## src/rtl/dds_pkg.sv

```systemverilog
// rtl/dds_pkg.sv - shared widths, DAC code constants and waveform encodings for dds_wave_gen
package dds_pkg;

    localparam int PHASE_W = 16;
    localparam int IDX_W   = 9;
    localparam int DAC_W   = 14;

    localparam logic [DAC_W-1:0] MID  = 14'd8192;
    localparam logic [DAC_W-1:0] FULL = 14'd16383;

    typedef enum logic [1:0] {
        WAVE_SINE   = 2'd0,
        WAVE_SQUARE = 2'd1,
        WAVE_DC     = 2'd2,
        WAVE_DC_ALT = 2'd3
    } wave_e;

endpackage

```

## src/rtl/sin_quarter_rom.sv

```systemverilog
// rtl/sin_quarter_rom.sv - quarter-wave sine magnitude table, Q[k]=round(8191*sin(2*pi*k/512)), k=0..128
module sin_quarter_rom (
    input  logic [7:0]  addr,
    output logic [12:0] q
);

    localparam longint ONE  = 64'sd1073741824;
    localparam longint PI_F = 64'sd3373259426;

    // Fixed-point Taylor series, evaluated only at elaboration to fill the constant table.
    function automatic logic [12:0] quarter_sine(input int k);
        longint x;
        longint x2;
        longint term;
        longint sum;
        longint r;
        x    = longint'(k) * PI_F / 64'sd256;
        x2   = x * x / ONE;
        term = x;
        sum  = x;
        for (int n = 1; n <= 10; n++) begin
            term = -(term * x2 / ONE) / longint'((2 * n) * (2 * n + 1));
            sum  = sum + term;
        end
        r = (sum * 64'sd8191 + ONE / 64'sd2) / ONE;
        return 13'(r);
    endfunction

    logic [12:0] tab [0:128];

    for (genvar k = 0; k <= 128; k++) begin : g_tab
        localparam logic [12:0] V = quarter_sine(k);
        assign tab[k] = V;
    end

    always_comb begin
        q = '0;
        if (addr <= 8'd128) begin
            q = tab[addr];
        end
    end

endmodule

```

## src/rtl/dds_wave_gen.sv

```systemverilog
// rtl/dds_wave_gen.sv - clock-enabled DDS: divider, phase accumulator, sine/square/DC lookup, dual DAC register
module dds_wave_gen
    import dds_pkg::*;
#(
    parameter int CLK_DIV = 1
) (
    input  logic               clk,
    input  logic               rst,
    input  logic [PHASE_W-1:0] freq_word,
    input  logic [1:0]         wave_sel,
    output logic               sample_tick,
    output logic [DAC_W-1:0]   da_a,
    output logic [DAC_W-1:0]   da_b
);

    localparam int CNT_W = (CLK_DIV > 1) ? $clog2(CLK_DIV) : 1;

    logic [CNT_W-1:0]   cnt;
    logic               tick;
    logic [PHASE_W-1:0] phase;
    logic [IDX_W-1:0]   idx;
    logic [7:0]         rom_addr;
    logic [12:0]        q_val;
    logic [DAC_W-1:0]   sine_val;
    logic [DAC_W-1:0]   square_val;
    logic [DAC_W-1:0]   wave_val;

    assign tick = (cnt == CNT_W'(CLK_DIV - 1));

    sin_quarter_rom u_rom (
        .addr (rom_addr),
        .q    (q_val)
    );

    // Quadrants 1 and 3 read the quarter table mirrored; quadrants 2 and 3 subtract from mid-scale.
    always_comb begin
        idx        = phase[PHASE_W-1 -: IDX_W];
        rom_addr   = idx[7] ? (8'd128 - {1'b0, idx[6:0]}) : {1'b0, idx[6:0]};
        sine_val   = idx[8] ? (MID - {1'b0, q_val}) : (MID + {1'b0, q_val});
        square_val = idx[8] ? '0 : FULL;
        case (wave_e'(wave_sel))
            WAVE_SINE:   wave_val = sine_val;
            WAVE_SQUARE: wave_val = square_val;
            default:     wave_val = MID;
        endcase
    end

    always_ff @(posedge clk or posedge rst) begin
        if (rst) begin
            cnt         <= '0;
            phase       <= '0;
            sample_tick <= 1'b0;
            da_a        <= MID;
            da_b        <= MID;
        end else begin
            cnt         <= tick ? '0 : cnt + 1'b1;
            sample_tick <= tick;
            if (tick) begin
                phase <= phase + freq_word;
                da_a  <= wave_val;
                da_b  <= wave_val;
            end
        end
    end

endmodule

```

## config.mk

```make
export PLATFORM = sky130hd
export DESIGN_NAME = dds_wave_gen
export DESIGN_NICKNAME = d
export VERILOG_FILES = /design/src/rtl/dds_pkg.sv /design/src/rtl/sin_quarter_rom.sv /design/src/rtl/dds_wave_gen.sv
export SDC_FILE = /design/constraint.sdc
export NUM_CORES = 1
export LEC_CHECK = 0
export ABC_AREA = 1
export CAP_MARGIN = 5
export CELL_PAD_IN_SITES_DETAIL_PLACEMENT = 1
export CELL_PAD_IN_SITES_GLOBAL_PLACEMENT = 2
export CORE_UTILIZATION = 28
export DETAILED_ROUTE_END_ITERATION = 8
export GPL_TIMING_DRIVEN = 0
export PLACE_DENSITY_LB_ADDON = 0.1
export SYNTH_ARGS = -nofsm -noshare
export SYNTH_HDL_FRONTEND = slang
export SYNTH_SLANG_ARGS = --single-unit
```

## constraint.sdc

```tcl
create_clock -name clk -period 3.7 [get_ports clk]
set_input_delay 0.555 -clock clk [delete_from_list [all_inputs] [get_ports clk]]
set_output_delay 0.555 -clock clk [all_outputs]
set_load 0.02 [all_outputs]
```

; ---- Word-level counts from Yosys, hierarchy flattened
; Memories as Yosys holds them, arrays and structs flattened.
; Index checks and enable logic that the tools add are counted.
[word_totals]
regBits = 32
latch_bits = 0
ram_bits = 0
mem_bits_ro = 3328
out_inout_bits = 29
wordCells = 24
memories = 1
[mem_list]
columns = memory, words, width, read_ports, rd_ports_with_merged_regs, wr, line_no
row1 = (no name shown), 256, 13, 1, 0, 0, sin_quarter_rom.sv:39  ; q = tab[addr];
[classes]
add_sub_neg = 5
multipliers = 0
div = 0
order_cmp = 2
n_eq_ne = 1
n_shift = 0
mux = 8
bitwise = 2
n_reduce_logical = 1
[op_table]
columns = op, count
row1 = two-way mux 13 bit, 3
row2 = two-way mux 14 bit, 2
row3 = case mux 14 bit (2 select lines), 1
row4 = adder 16 bit, 1
row5 = adder 14 x 13 -> 14 bit (first input constant), 1
row6 = subtractor 14 x 13 -> 14 bit (first input constant), 1
row7 = >= comparator 9 bit (second input constant), 1
row8 = NOT 8 -> 9 bit, 1
row9 = <= comparator 8 bit (second input constant), 1
row10 = two-way mux 8 bit, 1
row11 = subtractor 8 x 7 -> 8 bit (first input constant), 1
row12 = == test 2 x 1 -> 1 bit (second input constant), 1
row13 = logical NOT 2 bit, 1
row14 = adder 1 bit (second input constant), 1
row15 = two-way mux 1 bit, 1
row16 = NOT 1 bit, 1

; ---- Depth between registers and ports, before layout
; Gate-level depths: netlist (run 1).
[logic_depth]
depth_word = 10
depth_mapped = 28
depth_no_buf = 27

; ---- Modules after synthesis
; From an unflattened synthesis (run 1), not the netlist that was laid out.
[unflattened]
cells_unflattened = 759
hier_area_um2 = 4383.0
[by_module_without_submodules]
columns = module, instances, cells_each, area_each_um2
row1 = dds_wave_gen, 1, 324, 2299.7
row2 = sin_quarter_rom, 1, 435, 2083.2

; ---- Worst setup path after synthesis (run 1)
; Ideal clock, no wire load.
[synth_path]
path_type = reg-to-reg
from = register phase[7]
to = register da_b[8]
t_arrival_ps = 3423
t_required_ps = 3571
path_slack_ps = 148
stages_incl_launch_ff = 25
path_buffers = 4
cell_sequence = dfrtp_1 inv_2 ha_1 inv_2 nand3_2 nand2_2 buf_6 buf_6 ha_1 inv_1 nor4_1 inv_1 buf_2 buf_2 nand2_1 inv_1 ha_1 nand2_1 nor2_2 nor2_2 nor2_4 nand2_1 nand2_1 nand3_1 nand2_1
[synth_between]
elab_chain_cells = 10
elab_cells_between_ends = 12
cone_classes = 3 x add/sub / 1 x order compare / 6 x mux / 1 x bitwise / 1 x memory
[synth_rtl]
columns = element, line_no
row1 = from (decl), dds_wave_gen.sv:20  ; logic [PHASE_W-1:0] phase;
row2 = from (signal assigned), dds_wave_gen.sv:59  ; phase <= phase + freq_word;
row3 = subtractor 8 x 7 -> 8 bit, dds_wave_gen.sv:38  ; rom_addr = idx[7] ? (8'd128 - {1'b0, idx[6:0]}) : {1'b0, idx[6:0]};
row4 = two-way mux 8 bit *, dds_wave_gen.sv:38
row5 = NOT 8 -> 9 bit (implied by the code), sin_quarter_rom.sv:39
row6 = memory (256 x 13 bit), n/a
row7 = two-way mux 13 bit (implied by the code) (2 in series), sin_quarter_rom.sv:39
row8 = two-way mux 13 bit *, sin_quarter_rom.sv:38  ; if (addr <= 8'd128) begin
row9 = adder 14 x 13 -> 14 bit / subtractor 14 x 13 -> 14 bit (equally long branches), dds_wave_gen.sv:39  ; sine_val = idx[8] ? (MID - {1'b0, q_val}) : (MID + {1'b0, q_val});
row10 = two-way mux 14 bit *, dds_wave_gen.sv:39
row11 = case mux 14 bit (2 select lines) *, dds_wave_gen.sv:41  ; case (wave_e'(wave_sel))
row12 = net wave_val[8], dds_wave_gen.sv:26  ; logic [DAC_W-1:0] wave_val;
row13 = to (signal assigned), dds_wave_gen.sv:61  ; da_b <= wave_val;
row14 = to (decl), dds_wave_gen.sv:13  ; output logic [DAC_W-1:0] da_b
; The timed path passes the listed nets; every way through them passes the cells marked *. The select of a mux whose other input is x is not followed.
; A chain may end at the register's enable or synchronous reset.

; ---- Worst setup path in the final report (run 1)
; Ends and elaborated chain as after synthesis.

==> impl_results.md, run 1 <==
- Antenna violations before repair: 0
- Maximum clock path buffer count: 2
- Cells after synthesis: 723
- Actual slew at the worst max-slew pin: 0.608 ns
- Largest net degree at the start of global routing: 32
- Max-slew headroom: 0.595
- Number of CTS-inserted buffers: 5
- Global Route Usage Sum: 0.249
- First DRT Iteration DRCs: 330
- Antenna viol nets, final: 0
- Share of cells above drive strength 1: 0.161
- Ys async rst share: 1.00
- Clk sinks: 31
- Max stage delay on crit path: 0.51 ns
- PortBufs: 48
- Reg-to-reg slack, setup: 0.19 ns
- Hold crit path type: reg2reg
- Synth cell types: 37
- Max Slew Vio Count: 0
- Number of global-route vias before repair: 5,323
- Required time worst endpoint: 3.85 ns
- Clk slew on worst S/H paths: 0.05 ns
- Post-synth EDFFs: 0
- DRC viols: 0
- CP startpoint kind: register
- Cts hold-fix bufs: 0
- Most frequent CP cell: nand2_1
- Core area: 14,800 µm²
- Syn Area/Cell: 5.95 µm²
- Seq cells post-synth: 31
- Setup violators final: 0
- Slowest cell on the critical path: dfrtp_4
- Stages on the worst setup path: 25
- Synth area leaders: nand2_1 (22%), dfrtp_1 (17%), nand3_1 (14%)
- Initial core utilization: 0.291
- Chip height: 126 µm
- Top cell type's share of synthesized area: 0.223
- Count leader, synth: nand2_1
- Detailed-router iteration count before antenna repair: 5
- Worst R2R Path Depth: 25
- Via count: 5,234
- WP buf/inv: 9
- Clk Tree Root Cell: clkbuf_16
- Final HPWL DP: 14.5 mm
- Nets: 845
- First-pass GRT wire length: 30.3 mm
- Sequential area share after synthesis: 0.181
- Post-Synthesis Net Count: 773
- H-tree depth: 2
- Crit end category: register
- Status: complete, no violations
- Gpl congestion: 0.976
- Finished Core Util: 0.372
- Layout overhead on the synthesized area: 27.5%
- Full die area: 15,900 µm²
- Worst Clk Skew: 0.00407 ns
- Fillers: 1,953
- Maximum clock rate: 285 MHz
- Overflow after GRT: 0
- Period utilization: 0.948
- Die Wd: 126 µm
- Average vias per placed instance: 5.34
- Critical-path maximum fanout: 11
- Number of max-cap violations: 0
- Rows: 44
- Synth Warn #: 0
- CTS tree: built
- Ports: 49
- Area of the mapped netlist: 4300 µm²
- Tmin final: 3.51 ns
- WL/cell: 19.7 µm
- Post-synth top cells: nand2_1 (255), nand3_1 (122), inv_1 (54), a21oi_1 (37), nor2_1 (34)
- Largest area contributor in the netlist: nand2_1
- Delay-heaviest family, CP: simple AND/OR/NAND/NOR gates
- WHS: 0.470 ns
- CP arrival: 3.65 ns
- Top FF cell, synth: dfrtp_1
- Post-Route WL: 19.3 mm
- Clock Latency Late Sink: 0.28 ns
- Hold path cells: 1
- Hold Vio Cnt, Final: 0
- N_diodes: 0
- CP Class: reg2reg
==> routing by layer <==
| layer | vias up | track usage | wire [µm] |
|---|---|---|---|
| met3 | 39 | 0.0484 | 1420 |
| met1 | 2532 | 0.346 | 8850 |
| met2 | 177 | 0.391 | 8530 |
| met5 | - | 0 | 0 |
| li1 | 2486 | - | - |
| met4 | 0 | 0.0687 | 492 |
==> worst paths after layout <==
path                            startpoint       end
worst max-delay path              phase[7]   da_b[8]
worst min-delay path              phase[0]  phase[0]
worst max register to register    phase[7]   da_b[8]
worst min register to register    phase[0]  phase[0]
max in group asynchronous              rst  da_b[13]
min in group asynchronous              rst  phase[3]
==> logic make-up (layout without fill, tap and decap cells) <==
logic type / count (synthesis) / count (layout) / share of synthesized area
adders and majority gates: 30 / 30 / 0.0891
AOI/OAI and AO/OA: 75 / 75 / 0.0928
DFF: 31 / 31 / 0.181
xor gates and xnor gates: 14 / 14 / 0.0285
buffers and inverters: 108 / 181 / 0.125
and+or+nand+nor: 464 / 464 / 0.483
other: 1 / 1 / 0.000872
==> registers in the layout (all words and copies together) (netlist names) <==
name         count
da_b            14
phase           16
sample_tick      1
==> per-stage QoR <==
stage	area, µm²	setup TNS [ns]	std cells	setup slack, ns
after global routing	5480	-0.00476	980	-0.00476
after floorplan	4300	0	723	0.148
after detailed placement	5010	-13.44	955	-1.23
after CTS	5270	0	966	0.0182
final	5480	0	980	0.194
after global placement	5010	-13.38	955	-1.22
==> cell type report <==
class                   count  area [µm²]  area share
plain buffers              45         328      0.0598
clock buffers               8         156      0.0285
inverters                  63         251      0.0459
multi-input cells         584        3110       0.568
flip-flops and latches     31         782       0.143
well taps                 184         230      0.0420
repair buffers             65         621       0.113
==> worst register-to-register path: cells and delay by family, from the launching register on <==
family	cells	cell delay (ns)
and+or+nand+nor	13	1.27
buffers and inverters	9	1.08
DFF	1	0.51
adders and majority gates	3	0.50
==> what timing repair did <==
| item | in CTS | in global routing |
|---|---|---|
| pin swaps | 2 | 4 |
| setup buffers | 3 | 13 |
| endpoints found under the setup margin | 14 | 8 |
| resized for setup | 18 | 32 |
==> layout by cell type, fill, tap and decap left out, types with 6 or more instances in the layout <==
cell type | Yosys | final
inv_2 | 8 | 7
a21oi_1 | 37 | 36
buf_4 | 19 | 37
inv_1 | 54 | 50
buf_2 | 13 | 9
nand3_1 | 122 | 118
o21ai_1 | 9 | 9
o21ai_0 | 19 | 19
dfrtp_1 | 30 | 28
nor2_2 | 9 | 10
nand2_1 | 255 | 253
clkdlybuf4s50_1 | 0 | 48
nor2_1 | 34 | 32
xor2_1 | 13 | 13
ha_1 | 29 | 26
nand2_2 | 17 | 16
nand4_1 | 11 | 11
nand3_2 | 5 | 6
Power of run 1 is left out: the tool's default activity adds up to more than one toggle a clock period on the data nets, which glitch-free logic cannot reach.
==> run 2, diff against run 1 <==
--- a/config.mk
+++ b/config.mk
@@ -10,6 +10,7 @@
 export CELL_PAD_IN_SITES_DETAIL_PLACEMENT = 1
 export CELL_PAD_IN_SITES_GLOBAL_PLACEMENT = 2
 export CORE_UTILIZATION = 28
+export CTS_BUF_LIST = sky130_fd_sc_hd__clkbuf_8
 export DETAILED_ROUTE_END_ITERATION = 8
 export GPL_TIMING_DRIVEN = 0
 export PLACE_DENSITY_LB_ADDON = 0.1
==> run 2 against run 1 <==
  * Critical endpoint unchanged
  * Fmax rose by 0.52%
  * Worst setup slack improved by 0.018 ns
  * Via count fell by 1.0%
  * Clock skew rose by 0.0014 ns
  * Largest cell class unchanged
  * Die area did not move
==> impl_results.md, run 2 (synthesis gave the netlist of run 1 again) <==
- Status: complete, no violations
- Die Wd: 126 µm
- Antenna violations before repair: 0
- Number of CTS-inserted buffers: 5
- Gpl congestion: 0.976
- Chip height: 126 µm
- Ports: 49
- CP startpoint kind: register
- Average vias per placed instance: 5.29
- Max Slew Vio Count: 0
- Number of global-route vias before repair: 5,317
- Crit end category: register
- Reg2reg start: phase[7]
- CP arrival: 3.65 ns
- Finished Core Util: 0.367
- Worst reg2reg endpoint: da_b[8]
- Largest net degree at the start of global routing: 32
- CP Capture Point: da_b[8]
- Final HPWL DP: 14.5 mm
- Top reg by flops: phase
- Period utilization: 0.943
- WL/cell: 19.5 µm
- N_diodes: 0
- Hold Vio Cnt, Final: 0
- Maximum clock path buffer count: 2
- Overflow after GRT: 0
- Required time worst endpoint: 3.86 ns
- Global Route Usage Sum: 0.248
- Initial core utilization: 0.291
- CP Class: reg2reg
- Max-slew headroom: 0.578
- Critical-path maximum fanout: 11
- First DRT Iteration DRCs: 360
- Worst R2R Path Depth: 25
- Full die area: 15,900 µm²
- Largest regs: phase x16, da_b x14, sample_tick x1
- Core area: 14,800 µm²
- Maximum clock rate: 287 MHz
- Clk Tree Root Cell: clkbuf_8
- Most frequent cells in the layout: nand2_1 (253), nand3_1 (118), inv_1 (51)
- Worst Clk Skew: 0.00546 ns
- Most common cell after layout, fill and taps aside: nand2_1
- Clk slew on worst S/H paths: 0.07 ns
- Clk sinks: 31
- Dpl cells: 955
- Detailed-router iteration count before antenna repair: 5
- Antenna viol nets, final: 0
- Setup violators final: 0
- Number of max-cap violations: 0
- H-tree depth: 2
- DRC viols: 0
- Share of cells above drive strength 1: 0.160
- Worst setup path start: phase[7]
- Hold crit path type: reg2reg
- Reg-to-reg slack, setup: 0.21 ns
- Actual slew at the worst max-slew pin: 0.629 ns
- Post-Route WL: 19.1 mm
- PortBufs: 48
- Tmin final: 3.49 ns
- Nets: 845
- Post-route insts no fill: 980
- Clock Latency Late Sink: 0.29 ns
- CTS tree: built
- First-pass GRT wire length: 30.1 mm
- Cts hold-fix bufs: 0
- Rows: 44
- Max FFs per register: 16
- Layout overhead on the synthesized area: 26.0%
- Via count: 5,180
run 2: cell count changes in the layout (fill, tap and decap cells not counted), sizes merged:
cell,previous run,this run
buf,55,54
inv,61,62
run 2: final cells by class:
| cell class | instances | area [µm²] |
|---|---|---|
| inverters | 63 | 254 |
| repair buffers | 65 | 628 |
| plain buffers | 45 | 328 |
| flip-flops and latches | 31 | 782 |
| multi-input cells | 584 | 3100 |
| fillers | 1957 | 9340 |
| clock buffers | 7 | 96.3 |
| well taps | 184 | 230 |
| clock inverters | 1 | 3.75 |
run 2: what timing repair did:
| item | 4_1_cts | 5_1_grt |
|---|---|---|
| pin swaps | 2 | 4 |
| gates resized for setup | 18 | 29 |
| endpoints found under the setup margin | 14 | 8 |
| setup buffers | 3 | 13 |
run 2: worst max-delay path, cell delays in order (launching register included):
cell and delay [ns]:
dfrtp_4 0.52, inv_8 0.11, ha_4 0.16, inv_4 0.07, nand2_1 0.10, nand2_4 0.09
nand2_4 0.09, buf_8 0.16, buf_12 0.16, ha_1 0.14, inv_1 0.08, nor4_4 0.31
inv_2 0.08, buf_4 0.18, buf_4 0.18, nand2_1 0.09, inv_1 0.05, ha_1 0.19
nand2_2 0.10, nor2_2 0.05, nor2_2 0.16, nor2_4 0.06, nand2_1 0.06, nand2_1 0.05
nand3_1 0.06, nand2_1 0.05
run 2: through the flow:
stage / TNS [ns] / area (µm²) / hold slack [ns] / setup WS (ns)
floorplan: 0 / 4300 / 0.443 / 0.148
global placement: -13.38 / 5010 / 0.454 / -1.22
detailed placement: -13.44 / 5010 / 0.461 / -1.23
CTS: 0 / 5210 / 0.476 / 0.0248
global route: -0.0315 / 5420 / 0.503 / -0.0163
finish: 0 / 5420 / 0.471 / 0.212
run 2: worst min path at each step:
stage | slack (ns) | cells past startpoint | from | endpoint
5_1_grt | 0.50 | 1 | phase[0] | phase[0]
2_1_floorplan | 0.44 | 1 | phase[0] | phase[0]
3_3_place_gp | 0.45 | 1 | phase[0] | phase[0]
4_1_cts | 0.48 | 1 | phase[0] | phase[0]
6_report | 0.47 | 1 | phase[0] | phase[0]
3_5_place_dp | 0.46 | 1 | phase[0] | phase[0]
run 2: per-layer routing:
metal	vias up	part of all wire	track usage
met5	-	0	0
met4	0	0.022	0.0602
li1	2484	-	-
met3	28	0.063	0.0463
met2	160	0.45	0.390
met1	2508	0.47	0.346
Power of run 2 is left out for the same reason.
==> run 3, diff against run 2 <==
--- a/config.mk
+++ b/config.mk
@@ -13,7 +13,9 @@
 export CTS_BUF_LIST = sky130_fd_sc_hd__clkbuf_8
 export DETAILED_ROUTE_END_ITERATION = 8
 export GPL_TIMING_DRIVEN = 0
+export HOLD_SLACK_MARGIN = 0.05
 export PLACE_DENSITY_LB_ADDON = 0.1
 export SYNTH_ARGS = -nofsm -noshare
 export SYNTH_HDL_FRONTEND = slang
 export SYNTH_SLANG_ARGS = --single-unit
+export TNS_END_PERCENT = 5
==> run 3 against run 2 <==
  * Worst setup slack better by 0.011 ns
  * Clock skew is essentially flat
  * Clock-buffer cell count unchanged
  * Fmax is 0.31% higher
  * Largest cell class unchanged
==> impl_results.md, run 3 (synthesis gave the netlist of run 1 again) <==
- Status: complete, no violations
- Antenna violations before repair: 0
- Number of global-route vias before repair: 5,317
- Ports: 49
- Detailed-router iteration count before antenna repair: 5
- Clk sinks: 31
- Final HPWL DP: 14.5 mm
- Number of max-cap violations: 0
- Largest net degree at the start of global routing: 32
- Max-slew headroom: 0.578
- CP startpoint kind: register
- Via count: 5,197
- Pre-CTS setup slack: -1.23 ns
- Max Slew Vio Count: 0
- CTS tree: built
- Reg-to-reg slack, setup: 0.22 ns
- DRC viols: 0
- Initial core utilization: 0.291
- Antenna viol nets, final: 0
- Final worst-path setup slack: 0.223 ns
- Most frequent cells in the layout: nand2_1 (254), nand3_1 (118), inv_1 (51)
- Full die area: 15,900 µm²
- Die Wd: 126 µm
- PortBufs: 48
- Largest regs: phase x16, da_b x14, sample_tick x1
- Clk Tree Root Cell: clkbuf_8
- Layout overhead on the synthesized area: 25.9%
- WHS: 0.471 ns
- Global Route Usage Sum: 0.248
- Gpl congestion: 0.976
- Hold Vio Cnt, Final: 0
- Most common cell after layout, fill and taps aside: nand2_1
- Overflow after GRT: 0
- Average vias per placed instance: 5.30
- Post-Route WL: 19.1 mm
- Maximum clock path buffer count: 2
- Critical-path maximum fanout: 11
- N_diodes: 0
- Chip height: 126 µm
- Setup_tns: 0 ns
- CP Class: reg2reg
- Tmin final: 3.48 ns
- Max FFs per register: 16
- Nets: 845
- Share of cells above drive strength 1: 0.157
- Top reg by flops: phase
- Rows: 44
- Placed cell areas: 5010 µm²
- First-pass GRT wire length: 30.1 mm
- CP arrival: 3.64 ns
- Actual slew at the worst max-slew pin: 0.629 ns
- H-tree depth: 2
- First DRT Iteration DRCs: 345
- Clock Latency Late Sink: 0.29 ns
- Number of CTS-inserted buffers: 5
- Clk slew on worst S/H paths: 0.07 ns
- Core area: 14,800 µm²
- Setup violators final: 0
- Worst Clk Skew: 0.00540 ns
- Period utilization: 0.940
- Unrepaired setup endpoints after global routing: true
- WL/cell: 19.5 µm
- Hold crit path type: reg2reg
- Required time worst endpoint: 3.86 ns
- Maximum clock rate: 288 MHz
- Cts hold-fix bufs: 0
- Crit end category: register
- Final instance area: 5410 µm²
run 3: cell types whose count changed in the layout (fill, tap and decap cells not counted):
cell and change:
a21oi_2 -1, a21oi_1 +1, nand2_2 -1, nand2_1 +1
run 3: cell type report:
class | count | area (µm²)
Clock inverter | 1 | 3.75
Buffer | 45 | 328
Multi-Input combinational cell | 584 | 3090
Sequential cell | 31 | 782
Timing Repair Buffer | 65 | 628
Clock buffer | 7 | 96.3
Inverter | 63 | 254
Fill cell | 1955 | 9340
Tap cell | 184 | 230
run 3: critical path: stages (launching register included):
cell and delay, ns:
dfrtp_4 0.52, inv_8 0.11, ha_4 0.16, inv_4 0.07
nand2_1 0.10, nand2_4 0.09, nand2_4 0.09, buf_8 0.16
buf_12 0.16, ha_1 0.14, inv_1 0.08, nor4_4 0.31
inv_2 0.08, buf_4 0.18, buf_4 0.18, nand2_1 0.09
inv_1 0.05, ha_1 0.18, nand2_1 0.12, nor2_2 0.06
nor2_2 0.13, nor2_4 0.06, nand2_1 0.05, nand2_1 0.05
nand3_1 0.06, nand2_1 0.05
run 3: layer usage:
metal / track usage / share of wire
met1: 0.346 / 0.47
met2: 0.390 / 0.45
met3: 0.0463 / 0.056
met4: 0.0602 / 0.023
met5: 0 / 0
run 3: what timing repair did:
item	CTS	global route
buffers inserted	3	13
gates resized for setup	18	27
pin swaps	2	3
endpoints found under the setup margin	14	8
run 3: worst paths after layout:
kind	from	to	cells past startpoint
setup / recovery	phase[7]	da_b[8]	25
hold / removal	phase[0]	phase[0]	1
setup reg to reg	phase[7]	da_b[8]	25
hold reg to reg	phase[0]	phase[0]	1
max in group asynchronous	rst	phase[7]	3
min in group asynchronous	rst	da_b[10]	2
run 3: through the flow:
stage                     utilization  instances
after global routing            0.367        980
after CTS                       0.353        966
after floorplan                     -        723
after detailed placement        0.340        955
after global placement          0.340        955
final                           0.367        980
Power of run 3 is left out for the same reason.
